**src/rtl/rgb_pwm_led_ctrl.sv**
```systemverilog
// RGB PWM LED controller with an Avalon-MM register file.
// Duties are written into shadow registers and copied into the active set
// on COMMIT. The copy happens at a PWM period boundary, or on the next
// cycle while the controller is disabled.
module rgb_pwm_led_ctrl #(
  parameter int unsigned N_LEDS   = 25,
  parameter int unsigned PWM_BITS = 8,
  parameter int unsigned ADDR_W   = 7
) (
  input  logic              clk,
  input  logic              reset,
  input  logic [ADDR_W-1:0] address,
  input  logic              write,
  input  logic [31:0]       writedata,
  input  logic              read,
  output logic [31:0]       readdata,
  output logic [N_LEDS-1:0] R,
  output logic [N_LEDS-1:0] G,
  output logic [N_LEDS-1:0] B
);

  localparam int unsigned N_DUTY = 3 * N_LEDS;
  localparam int unsigned IDX_W  = (N_DUTY > 1) ? $clog2(N_DUTY) : 1;
  // Last counter value before the wrap: 2^PWM_BITS-2.
  localparam logic [PWM_BITS-1:0] CNT_LAST = {{(PWM_BITS - 1){1'b1}}, 1'b0};

  // Control / status state
  logic                r_enable;
  logic [15:0]         r_prescale;
  logic                r_pending;
  // Timebase state
  logic [15:0]         r_presc_cnt;
  logic [15:0]         r_presc_act;  // prescale value in force for the current tick interval
  logic [PWM_BITS-1:0] r_cnt;
  // Duty storage: index 3*led + colour
  logic [PWM_BITS-1:0] r_shadow [N_DUTY];
  logic [PWM_BITS-1:0] r_active [N_DUTY];
  // Registered outputs
  logic [N_LEDS-1:0]   r_r, r_g, r_b;
  logic [31:0]         r_readdata;

  logic [31:0]         w_addr32;
  logic                w_is_duty;
  logic [IDX_W-1:0]    w_idx;
  logic                w_wr_ctrl, w_wr_presc, w_wr_duty, w_commit_wr;
  logic                w_enable_d, w_run;
  logic                w_tick, w_wrap, w_copy;
  logic [31:0]         w_rdata;
  logic                w_unused_wdata;

  assign w_addr32       = 32'(address);
  assign w_is_duty      = (w_addr32 >= 32'd4) && (w_addr32 < 32'(4 + N_DUTY));
  assign w_idx          = IDX_W'(address - ADDR_W'(4));
  assign w_unused_wdata = ^writedata[31:16];

  assign w_wr_ctrl   = write && (address == ADDR_W'(0));
  assign w_wr_presc  = write && (address == ADDR_W'(1));
  assign w_wr_duty   = write && w_is_duty;
  assign w_commit_wr = w_wr_ctrl && writedata[1];

  // Outputs drop in the same edge that ENABLE clears, not one cycle later.
  assign w_enable_d = w_wr_ctrl ? writedata[0] : r_enable;
  assign w_run      = r_enable && w_enable_d;

  assign w_tick = r_enable && (r_presc_cnt == r_presc_act);
  assign w_wrap = w_tick && (r_cnt == CNT_LAST);
  // Copy uses the registered PENDING, so a COMMIT landing on a wrap waits a period.
  assign w_copy = r_pending && (w_wrap || !r_enable);

  // Read mux; unmapped addresses and unused bits read as zero
  always_comb begin
    w_rdata = '0;
    if (w_is_duty) begin
      w_rdata = 32'(r_shadow[w_idx]);
    end else if (address == ADDR_W'(0)) begin
      w_rdata[0] = r_enable;
    end else if (address == ADDR_W'(1)) begin
      w_rdata[15:0] = r_prescale;
    end else if (address == ADDR_W'(2)) begin
      w_rdata[0] = r_pending;
    end
  end

  // CTRL, PRESCALE and PENDING; a new COMMIT wins over a same-cycle clear
  always_ff @(posedge clk) begin
    if (reset) begin
      r_enable   <= 1'b0;
      r_prescale <= '0;
      r_pending  <= 1'b0;
    end else begin
      if (w_wr_ctrl) begin
        r_enable <= writedata[0];
      end
      if (w_wr_presc) begin
        r_prescale <= writedata[15:0];
      end
      if (w_commit_wr) begin
        r_pending <= 1'b1;
      end else if (w_copy) begin
        r_pending <= 1'b0;
      end
    end
  end

  // Prescaler and PWM counter; both held at zero while disabled
  always_ff @(posedge clk) begin
    if (reset) begin
      r_presc_cnt <= '0;
      r_presc_act <= '0;
      r_cnt       <= '0;
    end else if (!r_enable) begin
      r_presc_cnt <= '0;
      r_presc_act <= r_prescale;
      r_cnt       <= '0;
    end else if (w_tick) begin
      r_presc_cnt <= '0;
      r_presc_act <= r_prescale;
      r_cnt       <= w_wrap ? '0 : r_cnt + PWM_BITS'(1);
    end else begin
      r_presc_cnt <= r_presc_cnt + 16'd1;
    end
  end

  // Shadow writes and commit copy; active takes the pre-write shadow value
  always_ff @(posedge clk) begin
    if (reset) begin
      for (int i = 0; i < int'(N_DUTY); i++) begin
        r_shadow[i] <= '0;
        r_active[i] <= '0;
      end
    end else begin
      if (w_copy) begin
        for (int i = 0; i < int'(N_DUTY); i++) begin
          r_active[i] <= r_shadow[i];
        end
      end
      if (w_wr_duty) begin
        r_shadow[w_idx] <= writedata[PWM_BITS-1:0];
      end
    end
  end

  // PWM compare against the active duties, registered
  always_ff @(posedge clk) begin
    if (reset) begin
      r_r <= '0;
      r_g <= '0;
      r_b <= '0;
    end else begin
      for (int i = 0; i < int'(N_LEDS); i++) begin
        r_r[i] <= w_run && (r_cnt < r_active[3*i]);
        r_g[i] <= w_run && (r_cnt < r_active[3*i+1]);
        r_b[i] <= w_run && (r_cnt < r_active[3*i+2]);
      end
    end
  end

  // Read data with one cycle latency, held between reads
  always_ff @(posedge clk) begin
    if (reset) begin
      r_readdata <= '0;
    end else if (read) begin
      r_readdata <= w_rdata;
    end
  end

  assign readdata = r_readdata;
  assign R        = r_r;
  assign G        = r_g;
  assign B        = r_b;

endmodule

```
**config.mk**
```make
export PLATFORM = sky130hd
export DESIGN_NAME = rgb_pwm_led_ctrl
export DESIGN_NICKNAME = d
export VERILOG_FILES = /design/src/rtl/rgb_pwm_led_ctrl.sv
export SDC_FILE = /design/constraint.sdc
export NUM_CORES = 2
export LEC_CHECK = 0
export ABC_AREA = 1
export CAP_MARGIN = 20
export CORE_MARGIN = 10
export CORE_UTILIZATION = 30
export CTS_CLUSTER_DIAMETER = 150
export DETAILED_ROUTE_END_ITERATION = 6
export PLACE_DENSITY = 0.52
export SLEW_MARGIN = 25
export SYNTH_ARGS = -nofsm -noshare
export SYNTH_HDL_FRONTEND = slang
export SYNTH_SLANG_ARGS = --single-unit
```
**constraint.sdc**
```tcl
create_clock -name clk -period 17.75 [get_ports clk]
set_input_delay 3.55 -clock clk [delete_from_list [all_inputs] [get_ports clk]]
set_output_delay 3.55 -clock clk [all_outputs]
set_load 0.1 [all_outputs]
```
==> qor.csv <==
metric,value,unit
firstDrtPassIters,6,
hp-class,reg2reg,
worst_slack,10.10,ns
synthCells,8528,
tns,0,ns
timing.slew.headroom,0.152,
finalSetupViolations,0,
cts_setup_buffers,0,
drive_gt1_frac,0.0517,
fin_crit,7.65,ns
h-tree-depth,4,
nets,9333,
post_cts_resized,0,
postLayoutCellArea,97000,sq um
power_density,99.2,nW/um^2
synthTopCellsByCount,"1624 x edfxtp_1, 1544 x nor2_1, 1437 x nand2_1",
synth_top_area_cell,edfxtp_1,
cellLeakagePower,42.0,nW
grt_max_degree,186,
chipWidth,551,um
synth_edf_count,1624,
clk_pin_slew,0.06,ns
grt_antenna_before_repair,9,
syn_avg_cell_area,9.91,sq um
place.gp.congestion,0.844,
rows,194,
gr-total-overflow,0,
status,"complete, no violations",
async_flop_share,0,
rsz0062_at_grt,false,
max_clock_freq,131,MHz
drc_errors,0,
core-area,280000,sq um
drv_slew,0,
crit_arrival,8.15,ns
die_h,551,um
synth_seq_area_share,0.612,
area_delta_synth_final,14.8,%
syn-cell-area,84500,sq um
numPortBuffers,117,
required,18.25,ns
io_pins,150,
fin_worst_skew,0.0669,ns
grt_pass1_wl,376000,um
viasPerCell,4.70,
ys_types,38,
holdWs,0.466,ns
postCtsHoldBufs,0,
crit_type,in2reg,
start_util,0.302,
wirelength,256000,um
grtUsageTotal,0.164,
clock_sinks,1773,
cts_tree,done,
ys_warn_count,0,
synth-seq-cells,1773,
cp-start-kind,input pin,
synth_area_leaders,"edfxtp_1 58%, ha_1 7.9%, nor2_1 6.9%, nand2_1 6.4%, inv_1 5.9%",
grt_pass1_vias,58261,
cts_inserted_buffers,206,
hpwl,155000,um
max-vdd-ir-drop,72.8,uV
first_iter_violations,5167,
dieArea,303000,sq um
period_share,0.431,
synthMostInstantiatedCell,edfxtp_1,
root_buffer,clkbuf_16,
clock_path_buffers,4,
hold_violations,0,
drv_cap,0,
vias,59394,
placed_area,90500,sq um
insertion_delay,0.89,ns
drtAntennaViolNets,0,
synth_top_cell_area_share,0.577,
wl_per_cell,20.3,um
cp_max_fo,43,
ys.flop_type,edfxtp_1,
cp-end-kind,register,
place_ws,9.33,ns
fill_cells,28175,
tightest_slew,1.27,ns
-- cells by family after synthesis --
kind of cell    Yosys count  synth area share
simple gates           3705             0.178
xor+xnor                 23           0.00238
flops                  1773             0.612
buf+inv                1739            0.0782
other cells               1         0.0000444
compound gates          756            0.0508
fa+ha+maj               531            0.0786
-- per-layer routing --
layer / vias up / global-route usage / wire, um / share of wire
met5: - / 0 / 0 / 0
met4: 0 / 0.0645 / 11100 / 0.043
met3: 514 / 0.0242 / 16900 / 0.066
met2: 1904 / 0.274 / 119000 / 0.46
met1: 28645 / 0.214 / 109000 / 0.43
li1: 28331 / - / - / -
-- area by class of cell --
type                            instances  area (sq um)  area share
Antenna cell                            4          10.0    0.000103
Clock buffer                          259          5400      0.0556
Clock inverter                        101           987      0.0102
Inverter                             1346          5090      0.0525
Multi-Input combinational cell       5207         27000       0.278
Sequential cell                      1773         51800       0.534
Tap cell                             3724          4660      0.0480
Timing Repair Buffer                  225          2090      0.0215
-- cell usage in the layout, fill, tap and decap left out, types with 46 or more instances in the layout --
cell type	n
nand3_1	596
clkbuf_16	207
nand4_1	80
nand2_1	1436
clkdlybuf4s50_1	97
ha_1	531
conb_1	192
a211oi_1	46
inv_1	1326
edfxtp_1	1624
clkbuf_1	50
a21oi_1	322
dfxtp_1	142
a31oi_1	74
o21ai_0	193
nor2_1	1534
buf_4	95
-- registers in the layout, summed over array words and instances (netlist names), 8 cells and up --
signal       cells
r_presc_cnt     16
readdata        16
G               25
r_cnt            8
B               25
r_presc_act     16
R               25
r_active       600
r_shadow      1024
r_prescale      16
-- through the flow --
step           instances  power, mW  utilization
6_report           12639       9.62        0.347
5_1_grt            12638       9.96        0.347
4_1_cts            12630       9.71        0.346
3_5_place_dp       12270       5.57        0.323
3_3_place_gp       12270       5.56        0.323
2_1_floorplan       8719       5.30            -
-- critical path, stage by stage --
cell and delay, ns:
buf_4 0.17, inv_6 0.35, buf_4 0.65, ha_1 0.30, xnor2_1 0.18, nor2_4 0.39, buf_4 0.37, inv_1 0.28
nor3_2 0.97, nand2_1 0.47, nand2_1 0.42
-- final timing paths --
| path | start | to | slack, ns | depth (start not counted) |
|---|---|---|---|---|
| min reg2reg | readdata[6] | readdata[6] | 0.47 | 2 |
| max reg2reg | r_cnt[4] | r_active[0][120] | 12.64 | 13 |
| max | address[2] | r_shadow[27][6] | 10.10 | 11 |
| min | readdata[6] | readdata[6] | 0.47 | 2 |
-- power breakdown --
part           internal, mW  switching [mW]  total (mW)  leakage [nW]
sequential             4.73          0.0571        4.79          16.6
combinational         0.154           0.542       0.696          22.3
clock                  2.39            1.74        4.13          3.12
No activity file was read; power rests on OpenSTA's default activity.
